### config.mk
export PLATFORM = sky130hd
export DESIGN_NAME = vga_stripe_gen
export DESIGN_NICKNAME = d
export VERILOG_FILES = /design/src/rtl/vga_stripe_gen.sv
export SDC_FILE = /design/constraint.sdc
export NUM_CORES = 1
export LEC_CHECK = 0
export ABC_CLOCK_PERIOD_IN_PS = 3400
export CAP_MARGIN = 20
export CORE_AREA = 10 10 72 74
export CTS_CLUSTER_DIAMETER = 150
export CTS_CLUSTER_SIZE = 8
export DETAILED_ROUTE_END_ITERATION = 10
export DIE_AREA = 0 0 82 84
export PLACE_DENSITY = 0.73
export REMOVE_ABC_BUFFERS = 1
export SLEW_MARGIN = 40
export SYNTH_ARGS = -nofsm -noshare
export SYNTH_HDL_FRONTEND = slang
export SYNTH_SLANG_ARGS = --single-unit
### constraint.sdc
create_clock -name clk -period 3.4 [get_ports clk]
set_input_delay 0.68 -clock clk [delete_from_list [all_inputs] [get_ports clk]]
set_output_delay 0.68 -clock clk [all_outputs]
set_load 0.02 [all_outputs]
### src/rtl/vga_stripe_gen.sv
// Pixel-colour stage behind the vga timing generator: turns hc/vc into an RGB332
// test pattern with syncs re-timed through the same two-register pipeline.
module vga_stripe_gen #(
  parameter int HBP         = 144,
  parameter int HFP         = 784,
  parameter int VBP         = 31,
  parameter int VFP         = 511,
  parameter int STRIPE_LOG2 = 6,
  parameter int SCROLL_STEP = 1
) (
  input  logic        clk,
  input  logic        clr,
  input  logic [15:0] hc,
  input  logic [15:0] vc,
  input  logic        hsync_i,
  input  logic        vsync_i,
  input  logic [1:0]  mode,
  output logic        hsync,
  output logic        vsync,
  output logic        vidon,
  output logic [7:0]  rgb
);

  localparam logic [15:0] HBP_W  = 16'(HBP);
  localparam logic [15:0] HFP_W  = 16'(HFP);
  localparam logic [15:0] VBP_W  = 16'(VBP);
  localparam logic [15:0] VFP_W  = 16'(VFP);
  localparam logic [15:0] STEP_W = 16'(SCROLL_STEP);

  // Stage 1 registers
  logic        act1_q, act1_d;
  logic [15:0] x1_q, x1_d;
  logic [15:0] y1_q, y1_d;
  logic        hs1_q, vs1_q;

  // Stage 2 registers (drive the ports directly)
  logic        hs2_q, vs2_q;
  logic        vidon_q;
  logic [7:0]  rgb_q, rgb_d;

  // Frame-rate state
  logic        vs_q;
  logic        frame_start;
  logic [9:0]  frame_cnt_q, frame_cnt_d;
  logic [1:0]  mode_q, mode_d;

  logic [15:0] scroll;
  logic [15:0] xs;
  logic [2:0]  idx;
  logic [7:0]  pix;
  logic        unused_bits;

  assign act1_d = (hc >= HBP_W) && (hc < HFP_W) && (vc >= VBP_W) && (vc < VFP_W);
  assign x1_d   = hc - HBP_W;
  assign y1_d   = vc - VBP_W;

  // A falling vsync_i edge marks the start of a new frame.
  assign frame_start = vs_q & ~vsync_i;
  assign frame_cnt_d = frame_start ? frame_cnt_q + 10'd1 : frame_cnt_q;
  assign mode_d      = frame_start ? mode : mode_q;

  assign scroll = {6'd0, frame_cnt_q} * STEP_W;
  assign xs     = x1_q + scroll;

  always_comb begin
    idx = 3'd0;
    case (mode_q)
      2'd0:    idx = x1_q[STRIPE_LOG2 +: 3];
      2'd1:    idx = y1_q[STRIPE_LOG2 +: 3];
      2'd2:    idx = (x1_q[STRIPE_LOG2] ^ y1_q[STRIPE_LOG2]) ? 3'd7 : 3'd0;
      default: idx = xs[STRIPE_LOG2 +: 3];
    endcase
  end

  always_comb begin
    pix = 8'h00;
    case (idx)
      3'd0:    pix = 8'hFF;
      3'd1:    pix = 8'hFC;
      3'd2:    pix = 8'h1F;
      3'd3:    pix = 8'h1C;
      3'd4:    pix = 8'hE3;
      3'd5:    pix = 8'hE0;
      3'd6:    pix = 8'h03;
      default: pix = 8'h00;
    endcase
  end

  assign rgb_d = act1_q ? pix : 8'h00;

  always_ff @(posedge clk or negedge clr) begin
    if (!clr) begin
      act1_q      <= 1'b0;
      x1_q        <= 16'd0;
      y1_q        <= 16'd0;
      hs1_q       <= 1'b1;
      vs1_q       <= 1'b1;
      hs2_q       <= 1'b1;
      vs2_q       <= 1'b1;
      vidon_q     <= 1'b0;
      rgb_q       <= 8'h00;
      vs_q        <= 1'b1;
      frame_cnt_q <= 10'd0;
      mode_q      <= 2'd0;
    end else begin
      act1_q      <= act1_d;
      x1_q        <= x1_d;
      y1_q        <= y1_d;
      hs1_q       <= hsync_i;
      vs1_q       <= vsync_i;
      hs2_q       <= hs1_q;
      vs2_q       <= vs1_q;
      vidon_q     <= act1_q;
      rgb_q       <= rgb_d;
      vs_q        <= vsync_i;
      frame_cnt_q <= frame_cnt_d;
      mode_q      <= mode_d;
    end
  end

  assign hsync = hs2_q;
  assign vsync = vs2_q;
  assign vidon = vidon_q;
  assign rgb   = rgb_q;

  // Only the stripe-index bits of the coordinate vectors feed the pattern.
  assign unused_bits = ^{x1_q, y1_q, xs};

endmodule

==> flow_summary.toml <==
[outcome]
outcome = "complete, no violations"

[clocking]
ctsResizeCount = 0
insertion_delay_ns = 0.28
clk_pin_slew_worst_paths_ns = 0.06
htreeDepth = 2
cts-root-buf = "clkbuf_8"
cts_hold_repair.buffers = 0
cts_buffers = 5
cts_tree = "built"
clock_sinks = 32
cts_setup_buffers = 0
clockBufferDepth = 2

[timing]
hold_viol = 0
tightest_slew_ns = 0.608
min_period_ns = 2.09
setup_viol = 0
slew_headroom = 0.594
timing.fmax_mhz = 479
slew_viol_final = 0
fin_setup_tns_ns = 0
fin_skew_ns = 0.00263
finalCritPeriodShare = 0.614
hold_slack_ns = 0.357
rsz0062_at_grt = "no"

[yosys]
yosysUniqueCellTypes = 39
ys.flop_type = "dfrtp_1"
ys_ff_latch = 32
yosysWarnings = 0
ys_seq_area_frac = 0.491
syn_avg_cell_area_um2 = 11.2
synth.area.top_cells = "dfrtp_1 (43%), ha_1 (7.6%), dfstp_2 (6.4%)"
synthCells = 147
yosysTopAreaCell = "dfrtp_1"
synth_top_area_frac = 0.427
synthArstFlopShare = 1.00
synth_edf_count = 0
syn_area_um2 = 1640

[global_routing]
grt_max_degree = 33
grt_pass1_vias = 1321
grt_pass1_wl_mm = 5.75
track_usage = 0.106
grt_overflow_total = 0
grt_antenna_before_repair = 0

[routing]
vias = 1249
detail-route-antenna-nets = 0
avgRoutedWirePerCell_um = 13.8
drcViolationCount = 0
dr.pass1.iters = 4
wl_mm = 3.40
drt_iter0_drc = 59
via_per_inst = 5.06

[floorplanning]
chipHeight_um = 84
pin_count = 49
coreArea_um2 = 3860
die-area_um2 = 6890
die_w_um = 82
num_rows = 23
start_util = 0.425

[placement]
portBuffers = 48
gp_congestion = 0.781
dp_hpwl_mm = 2.88
place_inst = 239

[power_and_ir_drop]
ir_drop_mv = 0.212
seqPwrFrac = 0.480
combPwrFrac = 0.230
switching_share = 0.289
p_per_area_nw_per_um2 = 457
leakage_uw = 0.000930
p_clk_frac = 0.290
p_int_uw = 727
power_switching_uw = 296

[setup_path]
worst-path-max-fanout = 7
slowest_delay_ns = 0.50
crit_required_ns = 3.57
path_class = "input pin to register"
crit_buf_inv = 1
worstPathArrival_ns = 2.26
cp_cell_sequence = "clkdlybuf4s50_1, nor2b_1, nand2_1, nor2_1, nand3_1, xnor2_1"
critPathTopFamily = "simple AND/OR/NAND/NOR gates"
startpoint_type = "input pin"
cp_slowest_cell = "nor2b_1"
end_kind = "register"

[cells_and_area]
drive_gt1_frac = 0.0863
fin_util = 0.580
antennaDiodeCount = 0
area_growth_pct = 36.4
fin_cells = 247
nets = 244

[run]
cap_violations = 0

[worst_hold_path]
min_path_type = "register to register"
[kinds of logic (layout without fill, tap and decap cells)]
| group | Yosys count | count (layout) | synth area share |
|---|---|---|---|
| AO/OA/AOI/OAI | 21 | 21 | 0.0961 |
| flip-flops | 32 | 32 | 0.491 |
| AND/OR/NAND/NOR | 52 | 52 | 0.179 |
| buffers and inverters | 11 | 61 | 0.0381 |
| XOR/XNOR | 15 | 15 | 0.0801 |
| adder cells (fa/ha/maj) | 10 | 10 | 0.0763 |
| multiplexers | 6 | 6 | 0.0389 |
[final timing paths]
| check | startpoint | end | slack, ns | cells past startpoint |
|---|---|---|---|---|
| worst max-delay path | vsync_i | frame_cnt_q[8] | 1.31 | 6 |
| worst min-delay path | hs1_q | hsync | 0.36 | 0 |
| worst max register to register | frame_cnt_q[2] | rgb[6] | 1.56 | 6 |
| worst min register to register | hs1_q | hsync | 0.36 | 0 |
| max in group asynchronous | clr | vs_q | 2.30 | 2 |
| min in group asynchronous | clr | frame_cnt_q[4] | 0.78 | 2 |
[cells in the final DEF, fill, tap and decap left out, drive strengths merged, types with 4 or more instances in the layout]
| cell | n |
|---|---|
| a21oi | 4 |
| clkbuf | 7 |
| clkdlybuf4s50 | 48 |
| dfrtp | 28 |
| dfstp | 4 |
| ha | 10 |
| inv | 4 |
| nand2 | 7 |
| nand2b | 5 |
| nand3 | 6 |
| nor2 | 9 |
| nor3 | 7 |
| o211ai | 4 |
| o21ai | 4 |
| xnor2 | 9 |
| xor2 | 6 |
[cells in the mapped netlist (4+ instances only)]
| library cell | instances |
|---|---|
| a21oi_1 | 4 |
| buf_4 | 5 |
| dfrtp_1 | 28 |
| dfstp_2 | 4 |
| ha_1 | 10 |
| inv_1 | 4 |
| nand2_1 | 7 |
| nand2b_1 | 5 |
| nand3_1 | 6 |
| nor2_1 | 9 |
| nor3_1 | 6 |
| o211ai_1 | 4 |
| o21ai_0 | 4 |
| xnor2_1 | 9 |
| xor2_1 | 6 |
[stage by stage]
step                instance area (µm²)  setup slack [ns]  power [µW]
floorplan                          1590              1.62         631
global placement                   2140              1.02         720
detailed placement                 2140             0.970         737
CTS                                2240              1.27        1040
global route                       2240              1.17        1090
finish                             2240              1.31        1020
[final cells by class]
type / instances / area, µm²
clock buffer: 7 / 86.3
timing repair buffer: 49 / 488
clock inverter: 1 / 7.51
sequential: 32 / 806
fill: 338 / 1620
multi-input combinational: 104 / 772
inverter: 4 / 15.0
tap: 50 / 62.6
[routing by layer]
layer,GRT usage,wire (µm)
met2,0.172,1660
met3,0.0657,397
met4,0.0464,62
met5,0,0
met1,0.102,1290
[state kept, by name, indices dropped and copies added, names as in the netlist]
register     flops
x1_q             9
frame_cnt_q      9
vsync            1
hs1_q            1
hsync            1
vidon            1
act1_q           1
y1_q             3
rgb              3
mode_q           2
vs_q             1
[power groups by stage]
| stage | Combinational (µW) | Sequential (µW) | Clock, µW |
|---|---|---|---|
| final | 235 | 491 | 296 |
| after global routing | 266 | 500 | 323 |
| after CTS | 240 | 491 | 306 |
| after detailed placement | 239 | 498 | 0 |
| after global placement | 228 | 492 | 0 |
| after floorplan | 148 | 483 | 0 |
Note: power is estimated with default switching activity, not from simulation.
